$ cat src/rtl/axi_gp_pkg.sv
// Shared constants for the PS7 GP-port arbiter slice: FSM encoding, AXI response codes, default widths.
// No logic; no latency.
// No flow control of its own.
package axi_gp_pkg;

  localparam int AXI_ADDR_W = 32;
  localparam int AXI_DATA_W = 32;
  localparam int AXI_ID_W   = 12;

  localparam logic [2:0] ST_IDLE   = 3'd0;
  localparam logic [2:0] ST_WR_REQ = 3'd1;
  localparam logic [2:0] ST_WR_RSP = 3'd2;
  localparam logic [2:0] ST_RD_REQ = 3'd3;
  localparam logic [2:0] ST_RD_RSP = 3'd4;

  localparam logic [1:0] RESP_OKAY   = 2'b00;
  localparam logic [1:0] RESP_SLVERR = 2'b10;

endpackage

$ cat src/rtl/axi_gp_rr_pick.sv
// Two-way round-robin picker: grants the sole requester, or the pointed-to one on contention.
// Purely combinational, zero latency.
// No backpressure; the caller decides when a pick is consumed and advances ptr.
module axi_gp_rr_pick (
  input  logic [1:0] req,
  input  logic       ptr,
  output logic       gnt_valid,
  output logic       gnt_idx
);

  assign gnt_valid = |req;
  // On contention follow the pointer, otherwise whichever single bit is set.
  assign gnt_idx   = (&req) ? ptr : req[1];

endmodule

$ cat src/rtl/axi_gp_arb.sv
// Shares one single-beat AXI register slave between PS7 GP0 and GP1, one whole transaction at a time, round-robin.
// Slave-side valid one cycle after a request is first seen in IDLE; shortest transaction is IDLE, REQ, RSP.
// Ungranted master sees all readies/valids low and keeps its request pending; AXI_GP_ARB_GRANT_CNT_EN adds grant counters.
module axi_gp_arb
  import axi_gp_pkg::*;
#(
  parameter int ADDR_W = AXI_ADDR_W,
  parameter int DATA_W = AXI_DATA_W,
  parameter int ID_W   = AXI_ID_W
`ifdef AXI_GP_ARB_GRANT_CNT_EN
  ,
  parameter int CNT_W  = 16
`endif
) (
  input  logic                i_clk,
  input  logic                i_rst,
`ifdef AXI_GP_ARB_GRANT_CNT_EN
  output logic [CNT_W-1:0]    o_gnt_cnt0,
  output logic [CNT_W-1:0]    o_gnt_cnt1,
`endif
  input  logic                i_m0_awvalid,
  input  logic [ADDR_W-1:0]   i_m0_awaddr,
  input  logic [ID_W-1:0]     i_m0_awid,
  output logic                o_m0_awready,
  input  logic                i_m0_wvalid,
  input  logic [DATA_W-1:0]   i_m0_wdata,
  input  logic [DATA_W/8-1:0] i_m0_wstrb,
  output logic                o_m0_wready,
  output logic                o_m0_bvalid,
  output logic [ID_W-1:0]     o_m0_bid,
  output logic [1:0]          o_m0_bresp,
  input  logic                i_m0_bready,
  input  logic                i_m0_arvalid,
  input  logic [ADDR_W-1:0]   i_m0_araddr,
  input  logic [ID_W-1:0]     i_m0_arid,
  output logic                o_m0_arready,
  output logic                o_m0_rvalid,
  output logic [ID_W-1:0]     o_m0_rid,
  output logic [DATA_W-1:0]   o_m0_rdata,
  output logic [1:0]          o_m0_rresp,
  output logic                o_m0_rlast,
  input  logic                i_m0_rready,
  input  logic                i_m1_awvalid,
  input  logic [ADDR_W-1:0]   i_m1_awaddr,
  input  logic [ID_W-1:0]     i_m1_awid,
  output logic                o_m1_awready,
  input  logic                i_m1_wvalid,
  input  logic [DATA_W-1:0]   i_m1_wdata,
  input  logic [DATA_W/8-1:0] i_m1_wstrb,
  output logic                o_m1_wready,
  output logic                o_m1_bvalid,
  output logic [ID_W-1:0]     o_m1_bid,
  output logic [1:0]          o_m1_bresp,
  input  logic                i_m1_bready,
  input  logic                i_m1_arvalid,
  input  logic [ADDR_W-1:0]   i_m1_araddr,
  input  logic [ID_W-1:0]     i_m1_arid,
  output logic                o_m1_arready,
  output logic                o_m1_rvalid,
  output logic [ID_W-1:0]     o_m1_rid,
  output logic [DATA_W-1:0]   o_m1_rdata,
  output logic [1:0]          o_m1_rresp,
  output logic                o_m1_rlast,
  input  logic                i_m1_rready,
  output logic                o_s_awvalid,
  output logic [ADDR_W-1:0]   o_s_awaddr,
  input  logic                i_s_awready,
  output logic                o_s_wvalid,
  output logic [DATA_W-1:0]   o_s_wdata,
  output logic [DATA_W/8-1:0] o_s_wstrb,
  input  logic                i_s_wready,
  input  logic                i_s_bvalid,
  input  logic [1:0]          i_s_bresp,
  output logic                o_s_bready,
  output logic                o_s_arvalid,
  output logic [ADDR_W-1:0]   o_s_araddr,
  input  logic                i_s_arready,
  input  logic                i_s_rvalid,
  input  logic [DATA_W-1:0]   i_s_rdata,
  input  logic [1:0]          i_s_rresp,
  output logic                o_s_rready
);

  logic [2:0]      state;
  logic            gnt;
  logic            ptr;
  logic            aw_done;
  logic            w_done;
  logic [ID_W-1:0] saved_id;

  logic [1:0] wr_req;
  logic [1:0] rd_req;
  logic       pick_vld;
  logic       pick_idx;

  // Channel signals of whichever master currently holds the grant.
  logic g_awvalid, g_wvalid, g_arvalid, g_bready, g_rready;
  logic g_awready, g_wready, g_bvalid, g_arready, g_rvalid;
  logic aw_hs, w_hs, b_hs, ar_hs, r_hs;

  assign wr_req = {i_m1_awvalid & i_m1_wvalid, i_m0_awvalid & i_m0_wvalid};
  assign rd_req = {i_m1_arvalid, i_m0_arvalid};

  axi_gp_rr_pick u_pick (
    .req       (wr_req | rd_req),
    .ptr       (ptr),
    .gnt_valid (pick_vld),
    .gnt_idx   (pick_idx)
  );

  assign g_awvalid = gnt ? i_m1_awvalid : i_m0_awvalid;
  assign g_wvalid  = gnt ? i_m1_wvalid  : i_m0_wvalid;
  assign g_arvalid = gnt ? i_m1_arvalid : i_m0_arvalid;
  assign g_bready  = gnt ? i_m1_bready  : i_m0_bready;
  assign g_rready  = gnt ? i_m1_rready  : i_m0_rready;

  assign o_s_awaddr = gnt ? i_m1_awaddr : i_m0_awaddr;
  assign o_s_wdata  = gnt ? i_m1_wdata  : i_m0_wdata;
  assign o_s_wstrb  = gnt ? i_m1_wstrb  : i_m0_wstrb;
  assign o_s_araddr = gnt ? i_m1_araddr : i_m0_araddr;

  // Open exactly the channels the current phase owns; everything is closed in IDLE.
  always_comb begin
    o_s_awvalid = 1'b0;
    o_s_wvalid  = 1'b0;
    o_s_bready  = 1'b0;
    o_s_arvalid = 1'b0;
    o_s_rready  = 1'b0;
    g_awready   = 1'b0;
    g_wready    = 1'b0;
    g_bvalid    = 1'b0;
    g_arready   = 1'b0;
    g_rvalid    = 1'b0;
    case (state)
      ST_WR_REQ: begin
        o_s_awvalid = g_awvalid & ~aw_done;
        o_s_wvalid  = g_wvalid & ~w_done;
        g_awready   = i_s_awready & ~aw_done;
        g_wready    = i_s_wready & ~w_done;
      end
      ST_WR_RSP: begin
        g_bvalid   = i_s_bvalid;
        o_s_bready = g_bready;
      end
      ST_RD_REQ: begin
        o_s_arvalid = g_arvalid;
        g_arready   = i_s_arready;
      end
      ST_RD_RSP: begin
        g_rvalid   = i_s_rvalid;
        o_s_rready = g_rready;
      end
      default: ;
    endcase
  end

  assign aw_hs = o_s_awvalid & i_s_awready;
  assign w_hs  = o_s_wvalid & i_s_wready;
  assign b_hs  = i_s_bvalid & o_s_bready;
  assign ar_hs = o_s_arvalid & i_s_arready;
  assign r_hs  = i_s_rvalid & o_s_rready;

  assign o_m0_awready = g_awready & ~gnt;
  assign o_m0_wready  = g_wready & ~gnt;
  assign o_m0_bvalid  = g_bvalid & ~gnt;
  assign o_m0_arready = g_arready & ~gnt;
  assign o_m0_rvalid  = g_rvalid & ~gnt;
  assign o_m1_awready = g_awready & gnt;
  assign o_m1_wready  = g_wready & gnt;
  assign o_m1_bvalid  = g_bvalid & gnt;
  assign o_m1_arready = g_arready & gnt;
  assign o_m1_rvalid  = g_rvalid & gnt;

  // Responses go to both masters' buses; only the granted one sees valid.
  assign o_m0_bid   = saved_id;
  assign o_m1_bid   = saved_id;
  assign o_m0_rid   = saved_id;
  assign o_m1_rid   = saved_id;
  assign o_m0_bresp = g_bvalid ? i_s_bresp : RESP_OKAY;
  assign o_m1_bresp = g_bvalid ? i_s_bresp : RESP_OKAY;
  assign o_m0_rresp = g_rvalid ? i_s_rresp : RESP_OKAY;
  assign o_m1_rresp = g_rvalid ? i_s_rresp : RESP_OKAY;
  assign o_m0_rdata = i_s_rdata;
  assign o_m1_rdata = i_s_rdata;
  // Bursts never happen on this slave, so every beat is the last.
  assign o_m0_rlast = 1'b1;
  assign o_m1_rlast = 1'b1;

  // Transaction sequencer: grant in IDLE, finish request phase, wait for the response, hand priority over.
  always_ff @(posedge i_clk or posedge i_rst) begin
    if (i_rst) begin
      state    <= ST_IDLE;
      gnt      <= 1'b0;
      ptr      <= 1'b0;
      aw_done  <= 1'b0;
      w_done   <= 1'b0;
      saved_id <= '0;
    end else begin
      case (state)
        ST_IDLE: begin
          if (pick_vld) begin
            gnt <= pick_idx;
            if (wr_req[pick_idx]) begin
              state    <= ST_WR_REQ;
              saved_id <= pick_idx ? i_m1_awid : i_m0_awid;
            end else begin
              state    <= ST_RD_REQ;
              saved_id <= pick_idx ? i_m1_arid : i_m0_arid;
            end
          end
        end
        ST_WR_REQ: begin
          if ((aw_done | aw_hs) & (w_done | w_hs)) begin
            state   <= ST_WR_RSP;
            aw_done <= 1'b0;
            w_done  <= 1'b0;
          end else begin
            aw_done <= aw_done | aw_hs;
            w_done  <= w_done | w_hs;
          end
        end
        ST_WR_RSP: begin
          if (b_hs) begin
            ptr   <= ~gnt;
            state <= ST_IDLE;
          end
        end
        ST_RD_REQ: begin
          if (ar_hs) state <= ST_RD_RSP;
        end
        ST_RD_RSP: begin
          if (r_hs) begin
            ptr   <= ~gnt;
            state <= ST_IDLE;
          end
        end
        default: state <= ST_IDLE;
      endcase
    end
  end

`ifdef AXI_GP_ARB_GRANT_CNT_EN
  logic [CNT_W-1:0] gnt_cnt0;
  logic [CNT_W-1:0] gnt_cnt1;

  // Count IDLE grants per master, sticking at all-ones.
  always_ff @(posedge i_clk or posedge i_rst) begin
    if (i_rst) begin
      gnt_cnt0 <= '0;
      gnt_cnt1 <= '0;
    end else if (state == ST_IDLE && pick_vld) begin
      if (!pick_idx && gnt_cnt0 != '1) gnt_cnt0 <= gnt_cnt0 + 1'b1;
      if (pick_idx && gnt_cnt1 != '1)  gnt_cnt1 <= gnt_cnt1 + 1'b1;
    end
  end

  assign o_gnt_cnt0 = gnt_cnt0;
  assign o_gnt_cnt1 = gnt_cnt1;
`endif

endmodule
$ cat config.mk
export PLATFORM = sky130hd
export DESIGN_NAME = axi_gp_arb
export DESIGN_NICKNAME = d
export VERILOG_FILES = /design/src/rtl/axi_gp_pkg.sv /design/src/rtl/axi_gp_rr_pick.sv /design/src/rtl/axi_gp_arb.sv
export SDC_FILE = /design/constraint.sdc
export NUM_CORES = 1
export LEC_CHECK = 0
export CELL_PAD_IN_SITES_DETAIL_PLACEMENT = 0
export CELL_PAD_IN_SITES_GLOBAL_PLACEMENT = 2
export CORE_AREA = 4 4 208 210
export CTS_BUF_LIST = sky130_fd_sc_hd__clkbuf_16
export DETAILED_ROUTE_END_ITERATION = 6
export DIE_AREA = 0 0 212 214
export PLACE_DENSITY = 0.82
export SLEW_MARGIN = 40
export SYNTH_ARGS = -nofsm -noshare
export SYNTH_HDL_FRONTEND = slang
export SYNTH_SLANG_ARGS = --single-unit
$ cat constraint.sdc
create_clock -name i_clk -period 1.7 [get_ports i_clk]
set_input_delay 0.34 -clock i_clk [delete_from_list [all_inputs] [get_ports i_clk]]
set_output_delay 0.34 -clock i_clk [all_outputs]
set_load 0.02 [all_outputs]
==> Word-level counts from Yosys, hierarchy flattened <==
Index checks and enable logic that the tools add are counted.
{ "word_totals": {"reg_bits": 19, "latch_bits": 0, "ramBits": 0, "romBits": 0, "input_bits": 301, "out_inout_bits": 237, "wordCells": 90, "memories": 0} }
{ "classes": {"addsub": 0, "multipliers": 0, "div_mod_pow": 0, "n_lt_le_gt_ge": 1, "eq_ne": 9, "shift": 0, "n_mux": 39, "bitwise_logic": 28, "reduce_logical": 7} }
{ "ops": {"columns": ["cell", "n"], "rows": [
  ["$mux 32", 3],
  ["$mux 12", 3],
  ["$and 1x1->1", 22],
  ["$mux 1", 22],
  ["$mux 3", 5],
  ["$pmux 3 s5", 1],
  ["$ne 2x2->1 const B", 5],
  ["$eq 3x2->1 const B", 2],
  ["$mux 2", 3],
  ["$reduce_and 5->1", 1],
  ["$mux 4", 1],
  ["$reduce_and 2->1", 2],
  ["$eq 3x1->1 const B", 1],
  ["$eq 3x3->1 const B", 1],
  ["$logic_not 3->1", 1],
  ["$not 1->1", 3],
  ["$reduce_and 3->1", 1],
  ["$lt 1x2->1 const B", 1],
  ["$or 1x1->1", 2],
  ["$or 2x2->2", 1],
  ["$pmux 1 s2", 1],
  ["$reduce_bool 2->1", 1],
  ["$reduce_or 2->1", 1]
]} }

==> Longest topological paths before layout <==
{ "logic_depth": {"word_depth": 9, "ltp_mapped": 6, "depth_no_buf": 4} }

==> By module <==
Synthesis repeated with hierarchy kept, for this count alone.
{ "unflattened": {"hier_cells": 394, "area_unflattened_um2": 3464.6} }
{ "modules_own_cells": {"columns": ["mod", "instances", "cells_per_inst", "area_each_um2", "seq_area_each_um2"], "rows": [
  ["axi_gp_arb", 1, 391, 3447.1, 475.5],
  ["axi_gp_rr_pick", 1, 3, 17.5, 0.0]
]} }

==> Worst setup path after synthesis <==
No wires, ideal clock.
{ "synth_timing": {"path_kind": "reg-to-output", "start": "reg state[1]", "end": "out o_m0_awready", "arrival_ns": 1.378, "t_required_ns": 1.360, "slack_ns": -0.018, "path_stages_with_launch": 6, "n_path_buf": 1, "cell_sequence": "dfrtp_1 > or3b_1 > clkbuf_2 > nor2_1 > nand2_1 > nor2_1"} }
{ "synth_via": {"elab_chain_len": 3} }
{ "synth_rtl": {"columns": ["element", "line", "source"], "rows": [
  ["from (decl)", "axi_gp_arb.sv:84", "logic [2:0] state;"],
  ["from (signal assigned)", "axi_gp_arb.sv:192", "state <= ST_IDLE;"],
  ["from (signal assigned)", "axi_gp_arb.sv:204", "state <= ST_WR_REQ;"],
  ["from (signal assigned)", "axi_gp_arb.sv:207", "state <= ST_RD_REQ;"],
  ["$eq 3x1->1", "axi_gp_arb.sv:134", "case (state)"],
  ["$mux 1", "axi_gp_arb.sv:134", null],
  ["$and 1x1->1", "axi_gp_arb.sv:163", "assign o_m0_awready = g_awready & ~gnt;"],
  ["to (decl)", "axi_gp_arb.sv:24", "output logic o_m0_awready,"]
]} }
Every way passes these cells.

==> Worst setup path in the final report <==
{ "layout_timing": {"start": "reg gnt", "end": "out o_s_wdata[1]"} }
{ "layout_via": {"elab_chain_len": 1} }
{ "layout_rtl": {"columns": ["element", "line", "source"], "rows": [
  ["from (decl)", "axi_gp_arb.sv:85", "logic gnt;"],
  ["from (signal assigned)", "axi_gp_arb.sv:202", "gnt <= pick_idx;"],
  ["$mux 32", "axi_gp_arb.sv:118", "assign o_s_wdata = gnt ? i_m1_wdata : i_m0_wdata;"],
  ["to (decl)", "axi_gp_arb.sv:69", "output logic [DATA_W-1:0] o_s_wdata,"]
]} }
Every way passes these cells.

==> reports/results.ini <==
[critical_path]
crit_path_max_fanout = 12
reg2reg_from = state[1]
crit_buf_inv = 2
sort_of_element_at_the_end_of_the_critical_path = primary output
reg2reg_slack_ns = -0.09
crit_type = reg2out
worst_path_dominant_cell_family = buffers and inverters
cp_data_arrival_time_ns = 1.61
critPathMaxStageDelay_ns = 0.49
cp_launch_point = gnt
timing.critical_path.required_ns = 1.36
cp-start-kind = flip-flop
path_cells = buf_8 -> mux2_2 -> dlygate4sd2_1
critPathSlowestCell = sky130_fd_sc_hd__dfrtp_4
timing.reg2reg.worst_path_depth = 8
endpoint = o_s_wdata[1]
worstSetupPathDepth = 3
r2r_end = o_m0_bid[5]

[placement]
place.detailed.instances = 1288
gpl.final_weighted_congestion = 0.936
count_of_buffers_inserted_at_the_top_level_ports = 439
dpl.hpwl_um = 20200

[sta]
fin_setup_tns_ns = -23.44
final_max_slew_viol_count = 0
fmax_ghz = 0.514
rsz0062_at_grt = true
timing.final.setup_violations = 137
post-route-period-util = 1.15
fin_ws_ns = -0.247
report.final.hold_viol_count = 0
hold-worst-slack_ns = 0.384
timing.clock.skew_ns = 0.00931
post-route-min-period_ns = 1.95

[clocking]
clk_transition_reported_paths_ns = 0.06
post_cts_hold_buffer_count = 0
tritoncts = built
htree_levels = 1
clock_insertion_delay_worst_skew_ns = 0.26
cts-buffers-inserted = 3
numClockSinks = 19
clock-root-buffer = sky130_fd_sc_hd__clkbuf_16
clockBufferDepth = 2

[pwr]
power_frac_clock = 0.043
p_leak_nw = 4.08
combinational_power_share = 0.870
power.density_nw_per_um2 = 1330
power_mw = 12.0
p_sw_frac = 0.457
p_seq_frac = 0.087
switchingPower_mw = 5.47
peakVddDrop_mv = 0.691
p_int_mw = 6.51

[logic_synthesis]
synth.area.top_cells = sky130_fd_sc_hd__mux2_2, sky130_fd_sc_hd__buf_4, sky130_fd_sc_hd__dfrtp_1
yosys_warnings = 0
async_reset_ff_frac = 1.00
synth_cell_type_count = 36
yosys_register_bits = 19
synth_seq_area_share = 0.139
avg_synthesized_cell_area_um2 = 8.85
synth_ff_type = sky130_fd_sc_hd__dfrtp_1
ys_top_cells_by_count = sky130_fd_sc_hd__buf_4, sky130_fd_sc_hd__mux2_2, sky130_fd_sc_hd__nand2_1, sky130_fd_sc_hd__dfrtp_1, sky130_fd_sc_hd__and3_1
count_leader_synth = sky130_fd_sc_hd__buf_4
number_of_synthesized_flops_with_an_enable_pin = 0
netlist_instances = 387
syn-cell-area_um2 = 3430
synth_largest_type_area_fraction = 0.342
synth_top_area_cell = sky130_fd_sc_hd__mux2_2

[grt]
globalRoute.totalOverflow = 0
grt_pass1_vias = 4835
grt_first_pass_wirelength_um = 33500
initial_antenna_violation_count = 1
track_usage = 0.0988
pin_count_of_the_biggest_net_entering_global_routing = 18

[floorplanning]
design.die.area_um2 = 45400
floorplan.io_pins = 538
coreArea_um2 = 41600
initial_core_util = 0.0824
die_width_um = 212
dieHeight_um = 214
row_count = 75

[drt]
ant_nets = 0
drtIter0Drc = 82
drc = 0
postRouteWirelength_um = 24600
number_of_vias_after_detailed_routing = 4369
avgRoutedWirePerCell_um = 18.7
via_per_inst = 3.31
first_pass_iters = 4

[worst_hold_path]
worst_hold_path_class = in2async

[layout]
layout-drive-gt1-share = 0.469
flow.area_growth_from_synthesis_pct = 163
nNetsFinal = 1080
finish.cell_count_without_fillers = 1318

[status]
status = finished, violations left
failing_checks = setup timing

[run]
maxCapViolations = 0

==> sequential cells by signal (all words and copies together), names as in the netlist <==
name / cells
gnt: 1
aw_done: 1
o_m0_bid: 12
w_done: 1
state: 3
ptr: 1
==> power by group through the flow <==
stage / Combinational, mW / Clock (mW) / Sequential, mW
finish: 10.4 / 0.516 / 1.04
global route: 11.0 / 0.566 / 1.10
CTS: 10.0 / 0.551 / 1.03
detailed placement: 8.82 / 0 / 1.03
global placement: 8.82 / 0 / 1.01
floorplan: 5.02 / 0 / 1.07
==> cell type report <==
cell class                      instances  area [um2]
Fill cell                            4531       32500
Tap cell                              539         674
Multi-Input combinational cell        236        2510
Sequential cell                        19         479
Timing Repair Buffer                  516        5270
Antenna cell                            1        2.50
Inverter                                3        11.3
Clock inverter                          1        3.75
Clock buffer                            3        75.1
==> kinds of logic (layout without fill, tap and decap cells) <==
| group | Yosys count | after routing | share of synthesized area |
|---|---|---|---|
| mux | 109 | 109 | 0.356 |
| simple gates | 68 | 68 | 0.104 |
| compound gates | 57 | 57 | 0.127 |
| flops | 19 | 19 | 0.139 |
| buf+inv | 133 | 523 | 0.273 |
| other cells | 1 | 3 | 0.00109 |
==> metrics by stage <==
| stage | instance area (um2) | setup slack, ns | util |
|---|---|---|---|
| 2_1_floorplan | 3440 | -0.00123 | - |
| 3_3_place_gp | 8030 | -0.439 | 0.193 |
| 3_5_place_dp | 8030 | -0.461 | 0.193 |
| 4_1_cts | 8490 | -0.317 | 0.204 |
| 5_1_grt | 9020 | -0.301 | 0.217 |
| 6_report | 9020 | -0.247 | 0.217 |
==> layout by cell type, fill, tap and decap left out, drive strengths merged <==
cell type and instances:
or3 1, nand2b 3, a21oi 6, a32o 1, or3b 1, o21ai 3, inv 4, o22a 2
and2 5, and3b 1, o22ai 13, conb 2, clkbuf 6, nor2b 4, mux2i 5, nand3b 1
dlymetal6s2s 41, o31ai 13, diode 1, buf 188, nor3 1, a21o 3, nor3b 2, o211ai 1
a22oi 1, a31oi 1, dlygate4sd2 17, clkdlybuf4s50 267, nor2 11, and3 17, a2bb2oi 1, mux2 104
a211oi 12, nand2 21, dfrtp 19
==> how the worst min path moves through the flow <==
stage                             from           end  slack, ns  cells past startpoint
after floorplan                  i_rst       aw_done       0.29                      1
after global placement     o_m0_bid[5]   o_m0_bid[5]       0.53                      2
after detailed placement  o_m0_bid[11]  o_m0_bid[11]       0.55                      2
after CTS                        i_rst        w_done       0.41                      2
after global routing             i_rst           gnt       0.43                      2
final                            i_rst           gnt       0.38                      2
==> worst reg2reg max path, stage by stage, from the launching register on <==
cell	delay, ns
sky130_fd_sc_hd__dfrtp_1	0.40
sky130_fd_sc_hd__buf_6	0.14
sky130_fd_sc_hd__buf_6	0.11
sky130_fd_sc_hd__or3_4	0.37
sky130_fd_sc_hd__a21o_4	0.22
sky130_fd_sc_hd__buf_6	0.14
sky130_fd_sc_hd__buf_16	0.15
sky130_fd_sc_hd__nand2_4	0.07
sky130_fd_sc_hd__o31ai_4	0.06
==> metal layers <==
metal,wire [um],share of wire,vias up,GRT usage
met5,7,0.00028,-,0
met4,620,0.025,2,0.0305
met3,1580,0.064,38,0.0163
met2,12900,0.52,208,0.180
met1,9540,0.39,2066,0.117
li1,-,-,2055,-
==> repair_timing <==
action | CTS | global route
pin swaps | 16 | 20
resized for setup | 595 | 139
gates cloned | 5 | 2
setup buffers | 16 | 7
endpoints found under the setup margin | 147 | 168
(Power assumes the default switching activity.)
